--- config.mk ---
export PLATFORM = sky130hd
export DESIGN_NAME = imm_decode_stage_flat
export DESIGN_NICKNAME = d
export VERILOG_FILES = /design/src/rtl/imm_decode_stage_if.sv /design/src/rtl/imm_decode_stage.sv /design/src/flat_wrapper.sv
export SDC_FILE = /design/constraint.sdc
export NUM_CORES = 1
export LEC_CHECK = 0
export ABC_AREA = 1
export CAP_MARGIN = 40
export CORE_UTILIZATION = 28
export DETAILED_ROUTE_END_ITERATION = 7
export PLACE_DENSITY = 0.57
export SLEW_MARGIN = 0
export SYNTH_ARGS = -nofsm -noshare
export SYNTH_HDL_FRONTEND = slang
export SYNTH_SLANG_ARGS = --single-unit
--- constraint.sdc ---
create_clock -name i_clk -period 2.1 [get_ports i_clk]
set_input_delay 0.63 -clock i_clk [delete_from_list [all_inputs] [get_ports i_clk]]
set_output_delay 0.63 -clock i_clk [all_outputs]
set_load 0.01 [all_outputs]
--- src/rtl/imm_decode_stage_if.sv ---
// Bus bundle for the immediate-decode stage: upstream valid/ready with
// instruction, flush and downstream valid/ready with the decoded entry.
interface imm_decode_stage_if #(
    parameter int XLEN  = 32,
    parameter int CNT_W = 16
) ();
    logic             i_flush;
    logic             i_valid;
    logic             o_ready;
    logic [31:0]      i_instr;
    logic             i_signext;
    logic             o_valid;
    logic             i_ready;
    logic [31:0]      o_instr;
    logic [XLEN-1:0]  o_imm;
    logic [2:0]       o_fmt;
    logic             o_illegal;
    logic [CNT_W-1:0] o_ill_cnt;

    // The decode stage itself
    modport slave (
        input  i_flush, i_valid, i_instr, i_signext, i_ready,
        output o_ready, o_valid, o_instr, o_imm, o_fmt, o_illegal, o_ill_cnt
    );

    // Whatever drives the stage (fetch side plus execute-side ready)
    modport master (
        output i_flush, i_valid, i_instr, i_signext, i_ready,
        input  o_ready, o_valid, o_instr, o_imm, o_fmt, o_illegal, o_ill_cnt
    );
endinterface

--- src/rtl/imm_decode_stage.sv ---
// Registered immediate-decode stage between fetch and execute.
// Two storage entries (OUT + SKID) give full throughput with a registered
// o_ready. XLEN must be 32 or 64.
module imm_decode_stage #(
    parameter int XLEN  = 32,
    parameter int CNT_W = 16
) (
    input  logic                  i_clk,
    input  logic                  i_rst,
    imm_decode_stage_if.slave     stage
);
    localparam logic [2:0] FMT_R   = 3'd0;
    localparam logic [2:0] FMT_I   = 3'd1;
    localparam logic [2:0] FMT_S   = 3'd2;
    localparam logic [2:0] FMT_B   = 3'd3;
    localparam logic [2:0] FMT_U   = 3'd4;
    localparam logic [2:0] FMT_J   = 3'd5;
    localparam logic [2:0] FMT_SH  = 3'd6;
    localparam logic [2:0] FMT_ILL = 3'd7;

    localparam logic [6:0] OPC_LOAD    = 7'b0000011;
    localparam logic [6:0] OPC_JALR    = 7'b1100111;
    localparam logic [6:0] OPC_OPIMM   = 7'b0010011;
    localparam logic [6:0] OPC_OPIMM32 = 7'b0011011;
    localparam logic [6:0] OPC_STORE   = 7'b0100011;
    localparam logic [6:0] OPC_BRANCH  = 7'b1100011;
    localparam logic [6:0] OPC_JAL     = 7'b1101111;
    localparam logic [6:0] OPC_LUI     = 7'b0110111;
    localparam logic [6:0] OPC_AUIPC   = 7'b0010111;
    localparam logic [6:0] OPC_OP      = 7'b0110011;
    localparam logic [6:0] OPC_OP32    = 7'b0111011;

    typedef struct packed {
        logic [31:0]     instr;
        logic [XLEN-1:0] imm;
        logic [2:0]      fmt;
        logic            illegal;
    } entry_t;

    logic [6:0]       opcode_s;
    logic [2:0]       funct3_s;
    logic             sx_s;
    logic [31:0]      dec_low_s;
    logic             dec_fill_s;
    entry_t           dec_s;
    logic             accept_s;
    logic             out_free_s;
    entry_t           out_r;
    entry_t           skid_r;
    logic             out_valid_r;
    logic             skid_valid_r;
    logic [CNT_W-1:0] ill_cnt_r;

    assign opcode_s   = stage.i_instr[6:0];
    assign funct3_s   = stage.i_instr[14:12];
    assign sx_s       = stage.i_instr[31] & stage.i_signext;
    // Flush wins over accept, so a flushed offer never lands or counts.
    assign accept_s   = stage.i_valid & ~skid_valid_r & ~stage.i_flush;
    assign out_free_s = ~out_valid_r | stage.i_ready;

    // Decode the offered instruction: low 32 bits plus an upper fill bit for XLEN=64
    always_comb begin
        dec_low_s  = 32'd0;
        dec_fill_s = 1'b0;
        dec_s.fmt     = FMT_ILL;
        dec_s.illegal = 1'b1;
        case (opcode_s)
            OPC_LOAD, OPC_JALR: begin
                dec_low_s  = {{20{sx_s}}, stage.i_instr[31:20]};
                dec_fill_s = sx_s;
                dec_s.fmt  = FMT_I;
                dec_s.illegal = 1'b0;
            end
            OPC_OPIMM: begin
                dec_s.illegal = 1'b0;
                if (funct3_s == 3'b001 || funct3_s == 3'b101) begin
                    dec_fmt_shamt(dec_low_s, dec_fill_s, dec_s.fmt, XLEN == 64);
                end else begin
                    dec_low_s  = {{20{sx_s}}, stage.i_instr[31:20]};
                    dec_fill_s = sx_s;
                    dec_s.fmt  = FMT_I;
                end
            end
            OPC_OPIMM32: begin
                if (XLEN == 64) begin
                    dec_s.illegal = 1'b0;
                    if (funct3_s == 3'b001 || funct3_s == 3'b101) begin
                        dec_fmt_shamt(dec_low_s, dec_fill_s, dec_s.fmt, 1'b0);
                    end else begin
                        dec_low_s  = {{20{sx_s}}, stage.i_instr[31:20]};
                        dec_fill_s = sx_s;
                        dec_s.fmt  = FMT_I;
                    end
                end else begin
                    dec_s.illegal = 1'b1;
                    dec_s.fmt     = FMT_ILL;
                end
            end
            OPC_STORE: begin
                dec_low_s  = {{20{sx_s}}, stage.i_instr[31:25], stage.i_instr[11:7]};
                dec_fill_s = sx_s;
                dec_s.fmt  = FMT_S;
                dec_s.illegal = 1'b0;
            end
            OPC_BRANCH: begin
                dec_low_s  = {{20{sx_s}}, stage.i_instr[7], stage.i_instr[30:25],
                              stage.i_instr[11:8], 1'b0};
                dec_fill_s = sx_s;
                dec_s.fmt  = FMT_B;
                dec_s.illegal = 1'b0;
            end
            OPC_JAL: begin
                dec_low_s  = {{12{sx_s}}, stage.i_instr[19:12], stage.i_instr[20],
                              stage.i_instr[30:21], 1'b0};
                dec_fill_s = sx_s;
                dec_s.fmt  = FMT_J;
                dec_s.illegal = 1'b0;
            end
            OPC_LUI, OPC_AUIPC: begin
                // Upper half on RV64 always follows bit 31, independent of i_signext.
                dec_low_s  = {stage.i_instr[31:12], 12'd0};
                dec_fill_s = stage.i_instr[31];
                dec_s.fmt  = FMT_U;
                dec_s.illegal = 1'b0;
            end
            OPC_OP: begin
                dec_s.fmt     = FMT_R;
                dec_s.illegal = 1'b0;
            end
            OPC_OP32: begin
                if (XLEN == 64) begin
                    dec_s.fmt     = FMT_R;
                    dec_s.illegal = 1'b0;
                end else begin
                    dec_s.fmt     = FMT_ILL;
                    dec_s.illegal = 1'b1;
                end
            end
            default: begin
                dec_s.fmt     = FMT_ILL;
                dec_s.illegal = 1'b1;
            end
        endcase
        dec_s.instr        = stage.i_instr;
        dec_s.imm          = {XLEN{dec_fill_s}};
        dec_s.imm[31:0]    = dec_low_s;
    end

    // Shift-amount immediate: zero-extended, 6 bits wide only for full RV64 shifts
    task automatic dec_fmt_shamt(output logic [31:0] low, output logic fill,
                                 output logic [2:0] fmt, input logic wide);
        if (wide) begin
            low = {26'd0, stage.i_instr[25:20]};
        end else begin
            low = {27'd0, stage.i_instr[24:20]};
        end
        fill = 1'b0;
        fmt  = FMT_SH;
    endtask

    // OUT/SKID entry storage: skid drains first so ordering stays FIFO
    always_ff @(posedge i_clk) begin
        if (i_rst) begin
            out_valid_r  <= 1'b0;
            skid_valid_r <= 1'b0;
            out_r        <= '0;
            skid_r       <= '0;
        end else if (stage.i_flush) begin
            out_valid_r  <= 1'b0;
            skid_valid_r <= 1'b0;
        end else if (out_free_s) begin
            if (skid_valid_r) begin
                out_r        <= skid_r;
                out_valid_r  <= 1'b1;
                skid_valid_r <= 1'b0;
            end else if (accept_s) begin
                out_r       <= dec_s;
                out_valid_r <= 1'b1;
            end else begin
                out_valid_r <= 1'b0;
            end
        end else if (accept_s) begin
            skid_r       <= dec_s;
            skid_valid_r <= 1'b1;
        end
    end

    // Saturating count of accepted illegal entries; flush does not clear it
    always_ff @(posedge i_clk) begin
        if (i_rst) begin
            ill_cnt_r <= {CNT_W{1'b0}};
        end else if (accept_s && dec_s.illegal && (ill_cnt_r != {CNT_W{1'b1}})) begin
            ill_cnt_r <= ill_cnt_r + {{(CNT_W-1){1'b0}}, 1'b1};
        end
    end

    assign stage.o_ready   = ~skid_valid_r;
    assign stage.o_valid   = out_valid_r;
    assign stage.o_instr   = out_r.instr;
    assign stage.o_imm     = out_r.imm;
    assign stage.o_fmt     = out_r.fmt;
    assign stage.o_illegal = out_r.illegal;
    assign stage.o_ill_cnt = ill_cnt_r;
endmodule

--- src/flat_wrapper.sv ---
// flat-port wrapper written by rule: the top's interface ports become plain ports
module imm_decode_stage_flat 
#(
    parameter int XLEN  = 32,
    parameter int CNT_W = 16
)
  (i_clk, i_rst, stage_i_flush, stage_i_valid, stage_i_instr, stage_i_signext, stage_i_ready, stage_o_ready, stage_o_valid, stage_o_instr, stage_o_imm, stage_o_fmt, stage_o_illegal, stage_o_ill_cnt);
  imm_decode_stage_if #(.XLEN(XLEN), .CNT_W(CNT_W)) stage_i ();
  input  logic i_clk;
  input  logic i_rst;
  input wire logic [$bits(stage_i.i_flush)-1:0] stage_i_flush;
  input wire logic [$bits(stage_i.i_valid)-1:0] stage_i_valid;
  input wire logic [$bits(stage_i.i_instr)-1:0] stage_i_instr;
  input wire logic [$bits(stage_i.i_signext)-1:0] stage_i_signext;
  input wire logic [$bits(stage_i.i_ready)-1:0] stage_i_ready;
  output wire logic [$bits(stage_i.o_ready)-1:0] stage_o_ready;
  output wire logic [$bits(stage_i.o_valid)-1:0] stage_o_valid;
  output wire logic [$bits(stage_i.o_instr)-1:0] stage_o_instr;
  output wire logic [$bits(stage_i.o_imm)-1:0] stage_o_imm;
  output wire logic [$bits(stage_i.o_fmt)-1:0] stage_o_fmt;
  output wire logic [$bits(stage_i.o_illegal)-1:0] stage_o_illegal;
  output wire logic [$bits(stage_i.o_ill_cnt)-1:0] stage_o_ill_cnt;
  assign stage_i.i_flush = stage_i_flush;
  assign stage_i.i_valid = stage_i_valid;
  assign stage_i.i_instr = stage_i_instr;
  assign stage_i.i_signext = stage_i_signext;
  assign stage_i.i_ready = stage_i_ready;
  assign stage_o_ready = stage_i.o_ready;
  assign stage_o_valid = stage_i.o_valid;
  assign stage_o_instr = stage_i.o_instr;
  assign stage_o_imm = stage_i.o_imm;
  assign stage_o_fmt = stage_i.o_fmt;
  assign stage_o_illegal = stage_i.o_illegal;
  assign stage_o_ill_cnt = stage_i.o_ill_cnt;
  imm_decode_stage #(.XLEN(XLEN), .CNT_W(CNT_W)) u_core (.i_clk(i_clk), .i_rst(i_rst), .stage(stage_i));
endmodule
After elaboration in Yosys (flattened, before gate mapping)
Cells that the tools add are included.
- $mul: 0
- add/sub/neg operators: 1
- reductions and logical operators: 10
- div/mod/pow operators: 0
- $lt $le $gt $ge: 0
- bitwise logic cells: 8
- muxes and demuxes: 8
- equality and inequality tests: 12
- shift operators: 0
- operator list (cell ; number):
    $pmux 32 s6 ; 1
    $mux 68 ; 2
    $mux 32 ; 1
    $pmux 4 s7 ; 1
    $eq 7x6->1 const B ; 3
    $eq 7x7->1 const B ; 3
    $add 16x1->16 const B ; 1
    $ne 16x16->1 const B ; 1
    $eq 7x5->1 const B ; 2
    $eq 7x2->1 const B ; 1
    $reduce_and 3->1 ; 2
    $reduce_or 2->1 ; 3
    $not 1->1 ; 4
    $and 1x1->1 ; 3
    $eq 3x1->1 const B ; 1
    $eq 3x3->1 const B ; 1
    $mux 3 ; 1
    $reduce_or 3->1 ; 1
    $logic_and 1x1->1 ; 2
    $mux 1 ; 2
    $reduce_bool 2->1 ; 1
    $logic_or 1x1->1 ; 1
    $or 1x1->1 ; 1
- output and inout bits: 86
- memories: 0
- bits in latches: 0
- register bits: 154
- memory bits (read-only): 0
- bits in writable memories: 0
- input bits: 38
- logic and storage cells: 50

Longest topological paths before layout
Gate-level depths: netlist of run 1.
- depth in word-level cells: 6
- mapped depth: 12
- depth with buffers taken out: 12

Worst setup path after synthesis of run 1
No wires, ideal clock.
- path kind: input port to flip-flop
- start: in stage_i_instr[1]
- end: reg u_core.ill_cnt_r[13], in the netlist u_core.stage.o_ill_cnt[13]
- required time: 1.968 ns
- library setup time: 0.132 ns
- cell stages on the path: 9
- arrival time: 1.601 ns
- buffers on the path: 1
- slack: 0.366 ns
- path through: nand2_1 inv_1 nand2_1 a21oi_1 nor2_2 nand4_2 buf_2 nand2_1 a21oi_1
- longest elaborated chain between the ends: 5
- elaborated cells between the ends (all ways): 14
- classes of those cells: eq/ne (9); mux (1); reduce/logical (4)
- ends and longest elaborated chain (what ; line ; source):
    start, declared ; flat_wrapper.sv:13 ; input wire logic [$bits(stage_i.i_instr)-1:0] stage_i_instr;
    $eq 7x6->1, or another cell as far along ; imm_decode_stage.sv:67 ; case (opcode_s)
    $reduce_or 2->1 ; imm_decode_stage.sv:67 ;
    $pmux 4 s7 * ; imm_decode_stage.sv:67 ;
    $logic_and 1x1->1 * (2 in series) ; imm_decode_stage.sv:192 ; end else if (accept_s && dec_s.illegal && (ill_cnt_r != {CNT_W{1'b1}})) begin
    end signal, assigned ; imm_decode_stage.sv:191 ; ill_cnt_r <= {CNT_W{1'b0}};
    end signal, assigned ; imm_decode_stage.sv:193 ; ill_cnt_r <= ill_cnt_r + {{(CNT_W-1){1'b0}}, 1'b1};
    end, declared ; imm_decode_stage.sv:52 ; logic [CNT_W-1:0] ill_cnt_r;
Every way passes the cells marked *; elsewhere a longest branch is shown, timed or not.
A chain may end at the register's enable or synchronous reset.

Final worst setup path of run 1
- start: reg u_core.ill_cnt_r[6], in the netlist u_core.stage.o_ill_cnt[6]
- end: out stage_o_ill_cnt[6]
- RTL lines (what ; line ; source):
    end, declared ; flat_wrapper.sv:22 ; output wire logic [$bits(stage_i.o_ill_cnt)-1:0] stage_o_ill_cnt;
No word-level cell between the ends.

==> results.env, run 1 <==
RUN_STATUS='finished, final reports clean'
POST-SYNTH-TOP-AREA-CELL='sky130_fd_sc_hd__dfxtp_1'
POST_SYNTH_XOR_AREA_FRACTION=0.0164
GRT_OVERFLOW=0
SYNTH_SIMPLE_GATE_AREA_SHARE=0.244
NUM_ROWS=57
GRT_UTIL_ALL_LAYERS=0.173
POWER_PER_CELL_AREA_mW_PER_MM2=711
GLOBAL_ROUTE_WIRE_LENGTH_BEFORE_REPAIR_MM=35.4
CLK_PIN_SLEW_WORST_PATHS_NS=0.07
POSTSYNTHCELLCOUNT=992
BUF_INV_ON_CP=1
SHARE_OF_THE_SYNTHESIZED_AREA_IN_COMPOUND_GATES_AO_OA_AOI_OAI=0.216
WORST_MAX_SLEW_PIN_SLEW_NS=0.843
FINAL.FILL_COUNT=2509
FIN_WS_NS=0.0496
IO_PINS=124
CRITICAL_PATH.SLOWEST_CELL='sky130_fd_sc_hd__clkdlybuf4s50_1'
GRTUSAGEMET3=0.0346
MAX_BUFFERS_ROOT_TO_SINK=2
SYNTH.AREA.MUX_SHARE=0
HTREEDEPTH=4
SYNTHTOPCELLSBYAREA='sky130_fd_sc_hd__dfxtp_1, sky130_fd_sc_hd__nand2_1, sky130_fd_sc_hd__a21oi_1, sky130_fd_sc_hd__nor2_1, sky130_fd_sc_hd__o21ai_0'
PORT-BUFFER-COUNT=123
TIMING.CRITICAL_PATH.ARRIVAL_NS=1.42
NUMBER_OF_GLOBAL_ROUTE_VIAS_BEFORE_REPAIR=6581
DRT_FIRST_ITER_VIOLATIONS=448
GRT_SETUP_UNREPAIRED='no'
SYN_AVG_CELL_AREA_UM2=7.00
DRT-WIRELENGTH-PER-CELL_UM=14.9
DIE_AREA_MM2=0.0254
POST_SYNTH_INSTANCE_AREA_MM2=0.00695
TIMING.MAX_SLEW.REL_SLACK=0.438
SYNTH_TOP_CELL_AREA_SHARE=0.444
GRT_START_MAX_NET_PINS=75
DRV_CAP=0
SYN-NUM-NETS=1031
MAX_FREQ_MHz=488
SYNTH_WARNINGS=0
SYNTH.YOSYS.SEQ_AREA_SHARE=0.444
POST_CTS_HOLD_BUFFER_COUNT=0
FINALPOWER_mW=6.76
FINCLKSKEW_NS=0.0170
FINAL_NUMBER_OF_HOLD_VIOLATING_ENDPOINTS=0
VIAS_PER_CELL=4.76
DRCVIOLATIONCOUNT=0
FINAL.MIN_CLOCK_PERIOD_NS=2.05
SETUP-VIOLATIONS-FINAL=0
DRIVE_GT1_FRAC=0.119
HOLD_PATH_CLASS='reg2reg'
TIMING.CRITICAL_PATH.FANOUT_MAX=5
CTSROOTBUFFERMASTER='sky130_fd_sc_hd__clkbuf_16'
CLOCK_POWER_FRAC=0.450
ANTENNA_FOUND_INITIAL=1
CTS_BUFFERS=17
IR_DROP_uV=469
SLEW_VIOL_FINAL=0
WORST_HOLD_STARTPOINT='u_core.skid_r[53]'
P_SWITCHING_mW=1.74
WORST_SETUP_PATH_STARTPOINT='u_core.stage.o_ill_cnt[6]'
FLOORPLAN.INITIALDENSITY=0.286
DESIGN.CORE.AREA_MM2=0.0243
MULTIINPUTGATEAREA_MM2=0.00335
POWER_FRAC_SEQ=0.452
ANTENNA-DIODE-COUNT=0
LARGEST_FAMILY_OF_LOGIC_CELLS_BY_SYNTHESIZED_AREA='simple AND/OR/NAND/NOR gates'
DIE_HEIGHT_UM=160
REQUIRED_NS=1.47
INTERNAL_POWER_mW=5.02
CRIT_PATH_CELL_TRACE='clkdlybuf4s50_1'
PWR-SHARE-COMB=0.098
CRITICAL_PATH.STARTPOINT_TYPE='flop'
CRITICAL_PATH_START_END_CLASSIFICATION='reg2out'
POSTSYNTHREGISTERBITS=154
HPWL_MM=14.1
SYNTH_CELL_TYPES=31
PLACE.GP.CONGESTION=0.821
NETS=1165
SYNTH_FA_HA_AREA_FRAC=0.00180
GRT.MET2_USAGE=0.284
AREA_DELTA_SYNTH_FINAL_PCT=36.9
SWSHARE=0.258
CRITICAL-PATH-MAX-STAGE-DELAY_NS=0.58
MIN_PERIOD_OVER_PERIOD=0.976
DETAILROUTE.VIA_COUNT=6963
CP-END-KIND='primary output'
COMBINED_FLIP_FLOP_AND_LATCH_CELL_AREA_MM2=0.00309
GLOBAL_ROUTE.PEAK_USAGE_LAYER='met2'
PRE_CTS_SLACK_NS=-0.384
INITIAL_DRT_PASS_ITERATIONS=5
CRITICAL-PATH-TOP-DELAY-FAMILY='buffers and inverters'
P_LEAK_nW=4.15
DIEWIDTH_UM=160
CLOCK_TREE_FROM_TRITONCTS='yes'
DRT_WL_TOTAL_MM=21.8
MET1_USAGE=0.235
WORSTREG2REGSTART='u_core.stage.o_ill_cnt[1]'
ROUTE.ANTENNA.REMAINING_NETS=0
CLOCK_LATENCY_NS=0.43
CLKSINKCOUNT=154
-- Yosys cell counts --
cell and instances:
sky130_fd_sc_hd__nor3_1 2, sky130_fd_sc_hd__clkbuf_1 36, sky130_fd_sc_hd__nor2_2 4, sky130_fd_sc_hd__o21ai_1 59, sky130_fd_sc_hd__nand3_4 1, sky130_fd_sc_hd__a31oi_1 35, sky130_fd_sc_hd__ha_1 1, sky130_fd_sc_hd__xnor2_1 7
sky130_fd_sc_hd__buf_6 1, sky130_fd_sc_hd__nor2_1 145, sky130_fd_sc_hd__xor2_1 6, sky130_fd_sc_hd__o21ai_0 83, sky130_fd_sc_hd__nand3_2 2, sky130_fd_sc_hd__nand2_4 3, sky130_fd_sc_hd__o22ai_1 1, sky130_fd_sc_hd__o211ai_1 1
sky130_fd_sc_hd__nand2_2 3, sky130_fd_sc_hd__nor2_4 3, sky130_fd_sc_hd__dfxtp_1 154, sky130_fd_sc_hd__clkinv_2 1, sky130_fd_sc_hd__nor3_4 1, sky130_fd_sc_hd__inv_1 50, sky130_fd_sc_hd__nand2_1 206, sky130_fd_sc_hd__inv_2 8
sky130_fd_sc_hd__buf_4 10, sky130_fd_sc_hd__nand4_2 2, sky130_fd_sc_hd__nand4_1 1, sky130_fd_sc_hd__a21oi_1 112, sky130_fd_sc_hd__buf_2 16, sky130_fd_sc_hd__buf_1 4, sky130_fd_sc_hd__nand3_1 34
-- power groups by stage --
stage          Clock (mW)  Sequential (mW)  Combinational [mW]
3_5_place_dp            0             3.12               0.660
2_1_floorplan           0             3.14               0.245
5_1_grt              3.24             3.07               0.719
4_1_cts              3.10             3.06               0.664
6_report             3.04             3.06               0.660
3_3_place_gp            0             3.12               0.659
-- worst register-to-register path, stage by stage, from the launching register on --
cell and delay [ns]:
sky130_fd_sc_hd__dfxtp_1 0.42, sky130_fd_sc_hd__ha_1 0.23, sky130_fd_sc_hd__nand2_1 0.10, sky130_fd_sc_hd__nor2_2 0.22, sky130_fd_sc_hd__nand4_2 0.15, sky130_fd_sc_hd__nand4_2 0.17
sky130_fd_sc_hd__buf_12 0.15, sky130_fd_sc_hd__nand2_1 0.05, sky130_fd_sc_hd__a21oi_1 0.15
-- cell families after synthesis --
| kind of cell | after synthesis |
|---|---|
| fa+ha+maj | 1 |
| simple gates | 407 |
| flops | 154 |
| buf+inv | 126 |
| xor+xnor | 13 |
| compound gates | 291 |
-- what timing repair did --
action                                  in CTS  in global routing
endpoints found under the hold margin        0                  0
buffers inserted                             0                  1
gates resized for setup                      1                 22
endpoints found under the setup margin       1                 83
pin swaps                                    0                  3
-- cell type report --
type                            count  share of cell area
Multi-Input combinational cell    712               0.352
Sequential cell                   154               0.325
Timing Repair Buffer              182               0.195
Clock buffer                       18              0.0462
Tap cell                          324              0.0426
Inverter                           59              0.0234
Clock inverter                     14              0.0146
-- path summary, 6_finish.rpt --
kind | cells past startpoint | end | slack [ns]
worst max-delay path | 1 | stage_o_ill_cnt[6] | 0.05
worst min-delay path | 2 | u_core.stage.o_instr[17] | 0.48
worst max register to register | 8 | u_core.stage.o_ill_cnt[14] | 0.40
worst min register to register | 2 | u_core.stage.o_instr[17] | 0.48
-- per-stage QoR --
step	TNS (ns)	std cells	utilization	hold WS (ns)	instance area, um2
finish	0	1463	0.391	0.478	9510
global route	0	1463	0.391	0.493	9510
CTS	0	1462	0.388	0.481	9450
detailed placement	-35.56	1430	0.365	0.467	8870
global placement	-32.81	1430	0.365	0.464	8870
floorplan	0	992	-	0.457	6950
-- flip-flops by register name, indices dropped and copies added, names as in the netlist --
signal	flops
u_core.skid_valid_r	1
u_core.stage.o_instr	32
u_core.stage.o_ill_cnt	16
u_core.stage.o_illegal	1
u_core.stage.o_valid	1
u_core.stage.o_imm	32
u_core.skid_r	68
u_core.stage.o_fmt	3
-- placed cells by master, fill, tap and decap left out, types with 2 or more instances in the layout --
| cell type | count |
|---|---|
| sky130_fd_sc_hd__o21ai_1 | 58 |
| sky130_fd_sc_hd__nor2_1 | 141 |
| sky130_fd_sc_hd__clkinvlp_4 | 3 |
| sky130_fd_sc_hd__nand2_2 | 4 |
| sky130_fd_sc_hd__buf_12 | 13 |
| sky130_fd_sc_hd__dlymetal6s2s_1 | 7 |
| sky130_fd_sc_hd__nand2_1 | 205 |
| sky130_fd_sc_hd__inv_1 | 48 |
| sky130_fd_sc_hd__nand3_2 | 2 |
| sky130_fd_sc_hd__dfxtp_2 | 8 |
| sky130_fd_sc_hd__nand3_1 | 34 |
| sky130_fd_sc_hd__xor2_1 | 6 |
| sky130_fd_sc_hd__buf_4 | 45 |
| sky130_fd_sc_hd__nor2_2 | 7 |
| sky130_fd_sc_hd__o21ai_0 | 83 |
| sky130_fd_sc_hd__clkinv_2 | 4 |
| sky130_fd_sc_hd__a31oi_1 | 35 |
| sky130_fd_sc_hd__inv_6 | 4 |
| sky130_fd_sc_hd__clkdlybuf4s50_1 | 116 |
| sky130_fd_sc_hd__nor3_1 | 2 |
| sky130_fd_sc_hd__a21oi_1 | 111 |
| sky130_fd_sc_hd__xnor2_1 | 7 |
| sky130_fd_sc_hd__inv_2 | 9 |
| sky130_fd_sc_hd__nor2_4 | 4 |
| sky130_fd_sc_hd__dfxtp_1 | 146 |
| sky130_fd_sc_hd__nand4_2 | 2 |
| sky130_fd_sc_hd__nand2_4 | 3 |
| sky130_fd_sc_hd__clkbuf_16 | 17 |
-- per-layer routing --
layer / share of wire / up-vias
li1: - / 3548
met1: 0.48 / 3229
met2: 0.47 / 176
met3: 0.051 / 10
met4: 0.0074 / 0
met5: 0 / -
No activity file was read; power rests on OpenSTA's default activity.
==> run 2: changes to the inputs <==
Settings changed: ABC_CLOCK_PERIOD_IN_PS set to 2100, CTS_CLUSTER_SIZE set to 10.
==> results of run 2 <==
Same layout as run 1: the final DEF is identical, and so are final timing and power.
==> run 3: changes to the inputs <==
Settings changed: CORE_UTILIZATION 28 to 40, PLACE_DENSITY 0.57 to 0.72, SETUP_SLACK_MARGIN set to 0.02.
==> results.env, run 3 (same netlist as run 1, synthesis figures left out) <==
CELL_AREA_AFTER_LAYOUT_MM2=0.00940  # was 0.00951 mm2
HOLDPATHSTAGES=2  # unchanged
CLOCK_TREE_FROM_TRITONCTS='yes'  # unchanged
CLKSINKCOUNT=154  # unchanged
ANTENNA_FOUND_INITIAL=0  # was 1
POSTPLACECELLAREA_MM2=0.00874  # was 0.00887 mm2
GRT_START_MAX_NET_PINS=69  # was 75
DIEWIDTH_UM=134  # was 160 um
CTSROOTBUFFERMASTER='sky130_fd_sc_hd__clkbuf_16'  # unchanged
RUN_STATUS='finished, final reports clean'  # unchanged
WORST_MAX_SLEW_PIN_SLEW_NS=0.809  # was 0.843 ns
WORST_HOLD_STARTPOINT='u_core.skid_r[64]'  # was u_core.skid_r[53]
MAX_FLOP_REGISTER='u_core.skid_r'  # unchanged
MAX_BUFFERS_ROOT_TO_SINK=2  # unchanged
DRT_FIRST_ITER_VIOLATIONS=433  # was 448
POWER_PER_CELL_AREA_mW_PER_MM2=727  # was 711 mW/mm2
NUMBER_OF_GLOBAL_ROUTE_VIAS_BEFORE_REPAIR=6698  # was 6,581
GRT_UTIL_ALL_LAYERS=0.234  # was 0.173
CRITICAL_PATH.REG2REG.ENDPOINT='u_core.stage.o_imm[31]'  # was u_core.stage.o_ill_cnt[14]
INITIAL_DRT_PASS_ITERATIONS=6  # was 5
TIMING.REG2REG.SETUP_SLACK_NS=0.35  # was 0.40 ns
DIE_HEIGHT_UM=134  # was 160 um
CTS_BUFFERS=17  # unchanged
SLEW_VIOL_FINAL=0  # unchanged
FLOORPLAN.INITIALDENSITY=0.414  # was 0.286
CRIT_PATH_CELL_TRACE='clkdlybuf4s50_1'  # unchanged
TOTALNEGATIVESETUPSLACK_NS=0  # unchanged
LAYOUT_COMMONEST_CELL='sky130_fd_sc_hd__nand2_1'  # unchanged
CRITICAL-PATH-TOP-DELAY-FAMILY='buffers and inverters'  # unchanged
DRV_CAP=0  # unchanged
PORT-BUFFER-COUNT=123  # unchanged
P_LEAK_nW=4.17  # was 4.15 nW
CRITICAL_PATH_START_END_CLASSIFICATION='reg2out'  # unchanged
DRT-WIRELENGTH-PER-CELL_UM=15.2  # was 14.9 um
WORSTREG2REGSTART='u_core.skid_valid_r'  # was u_core.stage.o_ill_cnt[1]
MIN_PERIOD_OVER_PERIOD=0.975  # was 0.976
CLK_PIN_SLEW_WORST_PATHS_NS=0.06  # was 0.07 ns
IO_PINS=124  # unchanged
NUM_ROWS=47  # was 57
TIMING.HOLD.WORST_ENDPOINT='u_core.stage.o_instr[28]'  # was u_core.stage.o_instr[17]
DESIGN.CORE.AREA_MM2=0.0168  # was 0.0243 mm2
HPWL_MM=13.2  # was 14.1 mm
PLACE.GP.CONGESTION=0.852  # was 0.821
REG2REGPATHDEPTH=7  # was 8
NETS=1166  # was 1,165
CRITICAL_PATH.SLOWEST_CELL='sky130_fd_sc_hd__clkdlybuf4s50_1'  # unchanged
TIMING.MAX_SLEW.REL_SLACK=0.461  # was 0.438
DETAILROUTE.VIA_COUNT=7151  # was 6,963
POST_CTS_HOLD_BUFFER_COUNT=0  # unchanged
GLOBAL_ROUTE_WIRE_LENGTH_BEFORE_REPAIR_MM=33.4  # was 35.4 mm
FINAL.MIN_CLOCK_PERIOD_NS=2.05  # about the same
DPL.CELL_COUNT=1326  # was 1,430
BUF_INV_ON_CP=1  # unchanged
ROUTE.ANTENNA.REMAINING_NETS=0  # unchanged
CRITICAL_PATH.STARTPOINT_TYPE='flop'  # unchanged
VIAS_PER_CELL=5.26  # was 4.76
CP-END-KIND='primary output'  # unchanged
DRIVE_GT1_FRAC=0.119  # about the same
HTREEDEPTH=4  # unchanged
SETUP-VIOLATIONS-FINAL=0  # unchanged
DRCVIOLATIONCOUNT=0  # unchanged
CLOCK_LATENCY_NS=0.42  # was 0.43 ns
GRT_OVERFLOW=0  # unchanged
DIE_AREA_MM2=0.0179  # was 0.0254 mm2
CRITICAL-PATH-MAX-STAGE-DELAY_NS=0.57  # was 0.58 ns
IR_DROP_uV=583  # was 469 uV
HIGHEST_COUNT_CELLS_IN_THE_LAYOUT_IGNORING_FILL_AND_TAPS='sky130_fd_sc_hd__nand2_1, sky130_fd_sc_hd__nor2_1, sky130_fd_sc_hd__dfxtp_1'  # was sky130_fd_sc_hd__nand2_1, sky130_fd_sc_hd__dfxtp_1, sky130_fd_sc_hd__nor2_1
FINISH.CELL_COUNT_WITHOUT_FILLERS=1359  # was 1,463
HOLD_PATH_CLASS='reg2reg'  # unchanged
LARGEST_REGISTER_FF_COUNT=68  # unchanged
MAX_FREQ_MHz=488  # about the same
AREA_DELTA_SYNTH_FINAL_PCT=35.3  # was 36.9%
TIMING.CRITICAL_PATH.ARRIVAL_NS=1.42  # about the same
TIMING.CRITICAL_PATH.FANOUT_MAX=5  # unchanged
ANTENNA-DIODE-COUNT=0  # unchanged
FINCLKSKEW_NS=0.00740  # was 0.0170 ns
DRT_WL_TOTAL_MM=20.7  # was 21.8 mm
REQUIRED_NS=1.47  # about the same
FINAL_NUMBER_OF_HOLD_VIOLATING_ENDPOINTS=0  # unchanged
## run 3: cell types whose count changed in the layout (fill, tap and decap cells not counted), sizes merged
| cell | change |
|---|---|
| clkbuf | +3 |
| clkinv | -2 |
| clkinvlp | -2 |
| inv | -2 |
| buf | +1 |
| bufinv | +2 |
## run 3: worst max-delay path by stage
stage,from,end,slack [ns],cells after the start
after floorplan,stage_i_instr[1],u_core.stage.o_ill_cnt[13],0.37,9
after global placement,stage_i_instr[1],u_core.stage.o_imm[20],-0.30,10
after detailed placement,stage_i_instr[2],u_core.stage.o_imm[26],-0.39,11
after CTS,stage_i_instr[2],u_core.skid_r[16],0.009,11
after global routing,stage_i_instr[0],u_core.stage.o_imm[19],-0.04,12
final,u_core.stage.o_ill_cnt[6],stage_o_ill_cnt[6],0.05,1
## run 3: final cells by class
class                      instances  area (um2)
clock buffer                      21         450
clock inverter                    10         143
fill                            1616        7360
inverter                          59         223
multi-input combinational        712        3340
sequential                       154        3100
tap                              220         275
timing repair buffer             183        1870
## run 3: worst min-delay path, delay by kind of cell, from the launching register on
kind	cells	cell delay, ns
flops	1	0.31
compound gates	1	0.07
simple gates	1	0.06
## run 3: metrics by stage
stage | utilization | total power, mW | hold WS (ns) | setup slack [ns]
floorplan | - | 3.39 | 0.457 | 0.366
global placement | 0.521 | 3.76 | 0.464 | -0.300
detailed placement | 0.521 | 3.76 | 0.470 | -0.389
CTS | 0.557 | 6.87 | 0.480 | 0.00854
global route | 0.561 | 7.06 | 0.499 | -0.0414
finish | 0.561 | 6.83 | 0.477 | 0.0527
## run 3: where the power goes
part           switching [mW]  internal [mW]
clock                    1.22           1.90
sequential             0.0541           3.01
combinational           0.333          0.319
## run 3: timing repair
action / 4_1_cts / 5_1_grt
gates cloned: 0 / 0
hold endpoints to repair: 0 / 0
resized for setup: 7 / 22
setup endpoints to repair: 9 / 84
setup buffers: 0 / 2
pin swaps: 0 / 2
## run 3: metal layers
| layer | wire [um] | part of all wire | global-route usage |
|---|---|---|---|
| met5 | 0 | 0 | 0 |
| met4 | 442 | 0.021 | 0.0846 |
| met3 | 1370 | 0.066 | 0.0533 |
| met2 | 9610 | 0.47 | 0.384 |
| met1 | 9240 | 0.45 | 0.301 |
